--- src/rtl/bus_pkg.sv ---
// Shared constants and helpers for the registered bus arbiter.
package bus_pkg;

  localparam int BUS_WIDTH   = 32;
  localparam int BUS_NUM_SRC = 4;

  localparam int HOLD_LAST  = 1;
  localparam int DRIVE_ZERO = 0;

  // Select width never drops below one bit, even for a two-source bus.
  function automatic int sel_w(input int num_src);
    return (num_src <= 2) ? 1 : $clog2(num_src);
  endfunction

endpackage

--- src/rtl/bus_prio_enc.sv ---
// Fixed lowest-index-first priority encoder with multi-request detect.
module bus_prio_enc
  import bus_pkg::*;
#(
  parameter int NUM_SRC = BUS_NUM_SRC,
  parameter int SEL_W   = sel_w(BUS_NUM_SRC)
) (
  input  logic [NUM_SRC-1:0] req,
  output logic               any,
  output logic [SEL_W-1:0]   index,
  output logic               multi
);

  assign any = |req;

  // Clearing the lowest set bit leaves something only if two or more were set.
  assign multi = |(req & (req - NUM_SRC'(1)));

  always_comb begin
    index = '0;
    for (int unsigned i = NUM_SRC; i > 0; i--) begin
      if (req[i-1]) index = SEL_W'(i - 1);
    end
  end

endmodule

--- src/rtl/bus_arbiter_reg.sv ---
// Registered one-hot bus multiplexer with conflict flag, sticky and counter.
// Optional counter enabled by defining BUS_CONFLICT_CNT_EN.
module bus_arbiter_reg
  import bus_pkg::*;
#(
  parameter int WIDTH   = BUS_WIDTH,
  parameter int NUM_SRC = BUS_NUM_SRC,
  parameter int CNT_W   = 8,
  parameter int HOLD    = HOLD_LAST,
  localparam int SEL_W  = sel_w(NUM_SRC)
) (
  input  logic                     clock,
  input  logic                     clear,
  input  logic [NUM_SRC*WIDTH-1:0] bus_in,
  input  logic [NUM_SRC-1:0]       src_out,
  input  logic                     err_clr,
  output logic [WIDTH-1:0]         bus_out,
  output logic                     bus_valid,
  output logic [SEL_W-1:0]         bus_src,
  output logic                     conflict,
  output logic                     conflict_sticky,
  output logic [CNT_W-1:0]         conflict_cnt
);

  logic             any;
  logic             multi;
  logic [SEL_W-1:0] index;
  logic [WIDTH-1:0] sel_data;

  bus_prio_enc #(
    .NUM_SRC (NUM_SRC),
    .SEL_W   (SEL_W)
  ) u_enc (
    .req   (src_out),
    .any   (any),
    .index (index),
    .multi (multi)
  );

  always_comb begin
    sel_data = '0;
    for (int unsigned i = 0; i < NUM_SRC; i++) begin
      if (index == SEL_W'(i)) sel_data = bus_in[i*WIDTH +: WIDTH];
    end
  end

  always_ff @(posedge clock) begin
    if (clear) begin
      bus_out         <= '0;
      bus_valid       <= 1'b0;
      bus_src         <= '0;
      conflict        <= 1'b0;
      conflict_sticky <= 1'b0;
    end else begin
      bus_valid <= any;
      conflict  <= multi;
      if (any) begin
        bus_out <= sel_data;
        bus_src <= index;
      end else if (HOLD == DRIVE_ZERO) begin
        bus_out <= '0;
      end
      // A conflict in the same cycle as err_clr survives the clear.
      if (err_clr) conflict_sticky <= multi;
      else if (multi) conflict_sticky <= 1'b1;
    end
  end

`ifdef BUS_CONFLICT_CNT_EN
  logic [CNT_W-1:0] cnt_q;

  always_ff @(posedge clock) begin
    if (clear) begin
      cnt_q <= '0;
    end else if (err_clr) begin
      cnt_q <= multi ? CNT_W'(1) : '0;
    end else if (multi && (cnt_q != '1)) begin
      cnt_q <= cnt_q + CNT_W'(1);
    end
  end

  assign conflict_cnt = cnt_q;
`else
  assign conflict_cnt = '0;
`endif

endmodule
--- config.mk ---
export PLATFORM = sky130hd
export DESIGN_NAME = bus_arbiter_reg
export DESIGN_NICKNAME = d
export VERILOG_FILES = /design/src/rtl/bus_pkg.sv /design/src/rtl/bus_prio_enc.sv /design/src/rtl/bus_arbiter_reg.sv
export SDC_FILE = /design/constraint.sdc
export NUM_CORES = 1
export LEC_CHECK = 0
export ABC_AREA = 0
export BUFFER_PORTS_ARGS = -buffer_cell sky130_fd_sc_hd__buf_2
export CORE_ASPECT_RATIO = 0.7
export CORE_MARGIN = 2
export CORE_UTILIZATION = 40
export CTS_CLUSTER_SIZE = 8
export DETAILED_ROUTE_END_ITERATION = 8
export PLACE_DENSITY = 0.78
export SETUP_SLACK_MARGIN = 0.1
export SLEW_MARGIN = 20
export SYNTH_ARGS = -nofsm -noshare
export SYNTH_HDL_FRONTEND = slang
export SYNTH_SLANG_ARGS = --single-unit
export TNS_END_PERCENT = 30
--- constraint.sdc ---
create_clock -name clock -period 3.3 [get_ports clock]
set_input_delay 0.495 -clock clock [delete_from_list [all_inputs] [get_ports clock]]
set_output_delay 0.495 -clock clock [all_outputs]
set_load 0.01 [all_outputs]
==> out/results.md <==
| Item | This run | Unit |
|:---|:---|:---|
| Outcome | finished, final reports clean | - |
| Leak pwr | 1.70 | nW |
| Total standard cell area after synthesis | 2630 | um2 |
| Maximum number of pins on one net before global-route repair | 60 | - |
| Hold Crit Start | conflict_sticky$_SDFFE_PP0P_ | - |
| Number of pins with negative max-slew slack in the final report | 0 | - |
| Core outline area | 6310 | um2 |
| CTS resizes | 0 | - |
| Area contributors post-synth | sky130_fd_sc_hd__dfxtp_1 28%, sky130_fd_sc_hd__a21oi_1 15%, sky130_fd_sc_hd__o22ai_1 7.1%, sky130_fd_sc_hd__a22oi_1 6.8%, sky130_fd_sc_hd__a221oi_1 6.0% | - |
| Share of power burned in combinational logic | 0.305 | - |
| Slew at the pin closest to its max-slew limit | 981 | ps |
| Max-cap check violation count | 0 | - |
| Maximum level of the CTS H-tree | 2 | - |
| Avg Synthesized Cell Area | 7.33 | um2 |
| Maximum clock insertion buffer count | 2 | - |
| Clock insertion delay at the later pin of the skew report | 280 | ps |
| Worst setup skew after layout | 0 | ps |
| Crit end category | register | - |
| Clock tree from TritonCTS | built | - |
| Count of different cell masters after synthesis | 30 | - |
| CP arrival | 2300 | ps |
| Ratio of routed vias to standard cells | 5.56 | - |
| Diodes inserted | 0 | - |
| Sequential element share of the synthesized area | 0.281 | - |
| Clock-pin slew on the worst setup and hold paths | 70 | ps |
| Time the worst path needs with I/O delays and setup | 2120 | ps |
| Area delta synth->final | 34.0 | % |
| Count of placed standard cells in the final layout, fillers left out | 584 | - |
| Power spent charging and discharging nets | 375 | uW |
| Critical path launch point type | primary input | - |
| Setup_tns | 0 | ps |
| Util after Layout | 0.560 | - |
| IO Pins | 180 | - |
| Via count of the first global-routing pass | 3039 | - |
| WL per Instance | 15.4 | um |
| Wire length of the first global-routing pass | 13800 | um |
| Number of instances in the synthesized netlist | 359 | - |
| Fraction of power spent switching nets | 0.314 | - |
| Power density over the cells | 338 | nW/um2 |
| Warnings from Yosys | 0 | - |
| Die Ht | 71.9 | um |
| Maximum vdd drop | 0.145 | mV |
| Fraction of final layout cells with drive strength greater than 1 | 0.399 | - |
| Die Span X | 101 | um |
| FFs w/ async S/R, synth | 0 | - |
| Flip-flop cell with the highest count after synthesis | sky130_fd_sc_hd__dfxtp_1 | - |
| List of most frequent post-synthesis cells | 80 x sky130_fd_sc_hd__a21oi_1, 37 x sky130_fd_sc_hd__dfxtp_1, 30 x sky130_fd_sc_hd__inv_1, 30 x sky130_fd_sc_hd__o22ai_1 | - |
| Post-layout net count | 641 | - |
| Synth Register Bits | 37 | - |
| Footprint of the flip-flops and latches | 741 | um2 |
| DRT Pass-1 Iters | 5 | - |
| Overall power of the completed layout | 1.19 | mW |
| Unrepaired setup endpoints after global routing | no | - |
| Fin crit share | 0.643 | - |
| Filler Cells Inserted | 612 | - |
| Crit Path Max Fanout | 19 | - |
| Count of input and output buffers | 171 | - |
| Flop pwr share | 0.424 | - |
| Final HPWL DP | 6400 | um |
| Critical path origin | src_out[1] | - |
| Rows | 24 | - |
| Internal portion of total power | 819 | uW |
| Fmax | 471 | MHz |
| Overall Global Routing Usage | 0.233 | - |
| Number of buffers inserted to repair setup after CTS | 0 | - |
| Post-route antenna net violation count | 0 | - |
| Routed wire length | 8970 | um |
| Largest area contributor in the netlist | sky130_fd_sc_hd__dfxtp_1 | - |
| Fraction of power consumed by the clock network | 0.271 | - |
| Root Buffer Master | sky130_fd_sc_hd__clkbuf_8 | - |
| Total congestion overflow after global routing | 0 | - |
| R2R Path Start | bus_out[26]$_SDFFE_PP0P_ | - |
| Number of DRC violations after detailed routing | 0 | - |
| Antenna violations before repair | 0 | - |
| Initial core utilization | 0.417 | - |
| Synth top area share | 0.281 | - |
| Routability-driven placement congestion ratio | 0.835 | - |
| Total via count in the routed design | 3246 | - |
| Area enclosed by the die boundary | 7260 | um2 |
| Setup violators final | 0 | - |
| Final Hold Viols | 0 | - |
| Worst Path Class, Setup | in -> reg | - |
| Top-count cell post-synth | sky130_fd_sc_hd__a21oi_1 | - |
| Post-cts hold buffer count | 0 | - |
| Count of flip-flops with a built-in enable after synthesis | 0 | - |
| Inserted Clock Buffers | 5 | - |
| Clock sink total | 37 | - |
| Inst Count DP | 577 | - |
| Slew HR | 0.343 | - |
| Area taken by multi-input logic gates | 1580 | um2 |
| Worst endpoint required time | 3470 | ps |
| Detailed Route Iter0 Violations | 218 | - |
| Worst hold path type | reg -> reg | - |
## worst max-delay path, stage by stage
cell and delay, ps:
sky130_fd_sc_hd__buf_2 200, sky130_fd_sc_hd__nor3_2 840, sky130_fd_sc_hd__buf_4 390, sky130_fd_sc_hd__a21oi_1 110
sky130_fd_sc_hd__a21oi_1 210, sky130_fd_sc_hd__a21oi_2 40
## final cells by class
class	count	share of cell area
Inverter	30	0.0319
Clock buffer	7	0.0245
Timing Repair Buffer	178	0.257
Multi-Input combinational cell	254	0.449
Sequential cell	37	0.210
Tap cell	78	0.0277
## routing by layer
metal | share of wire | routed length, um | vias to the layer above | GRT usage
met1 | 0.42 | 3800 | 1480 | 0.297
met2 | 0.48 | 4320 | 171 | 0.410
met5 | 0 | 0 | - | 0
met3 | 0.089 | 799 | 8 | 0.0449
li1 | - | - | 1587 | -
met4 | 0.0068 | 61 | 0 | 0.0556
## cell usage in the layout (no fill, tap or decap), types with 5 or more instances in the layout
master / count
sky130_fd_sc_hd__buf_2: 171
sky130_fd_sc_hd__a21oi_1: 80
sky130_fd_sc_hd__dfxtp_1: 37
sky130_fd_sc_hd__inv_1: 30
sky130_fd_sc_hd__o22ai_1: 30
sky130_fd_sc_hd__a22oi_1: 24
sky130_fd_sc_hd__nor2b_1: 22
sky130_fd_sc_hd__or2_1: 18
sky130_fd_sc_hd__a221oi_1: 18
sky130_fd_sc_hd__nand2_1: 14
sky130_fd_sc_hd__conb_1: 8
sky130_fd_sc_hd__buf_4: 7
sky130_fd_sc_hd__nor2_1: 6
sky130_fd_sc_hd__a22oi_2: 6
sky130_fd_sc_hd__a21oi_2: 6
sky130_fd_sc_hd__clkbuf_8: 6
sky130_fd_sc_hd__nor3_1: 5
## power by group through the flow
| stage | sequential, mW | combinational (mW) | clock, mW |
|---|---|---|---|
| floorplan | 0.531 | 0.196 | 0 |
| detailed placement | 0.516 | 0.362 | 0 |
| global route | 0.511 | 0.401 | 0.352 |
| finish | 0.507 | 0.364 | 0.323 |
| CTS | 0.506 | 0.363 | 0.336 |
| global placement | 0.515 | 0.356 | 0 |
## final timing paths
kind,endpoint,slack [ps],cells after the start
setup / recovery,bus_out[5]$_SDFFE_PP0P_,1180,6
hold / removal,conflict_sticky$_SDFFE_PP0P_,450,1
setup reg to reg,bus_out[26]$_SDFFE_PP0P_,2040,4
hold reg to reg,conflict_sticky$_SDFFE_PP0P_,450,1
## state kept, by name, summed over array words and instances, names as in the netlist
name and flops:
bus_out 32, bus_valid 1, bus_src 2, conflict_sticky 1, conflict 1
## cells by family after synthesis
kind of cell	after synthesis	synth area share
other	1	0.00142
DFF	37	0.281
adders and majority gates	1	0.00380
buffers and inverters	75	0.131
and+or+nand+nor	72	0.157
AOI/OAI and AO/OA	173	0.425
## through the flow
stage | setup slack, ps | hold WS (ps) | area, um2
final | 1180 | 449 | 3530
after global routing | 1110 | 473 | 3530
after CTS | 1250 | 452 | 3530
after detailed placement | 941 | 434 | 3440
after global placement | 961 | 430 | 3440
after floorplan | 1570 | 497 | 2660
No activity file was read; power rests on OpenSTA's default activity.
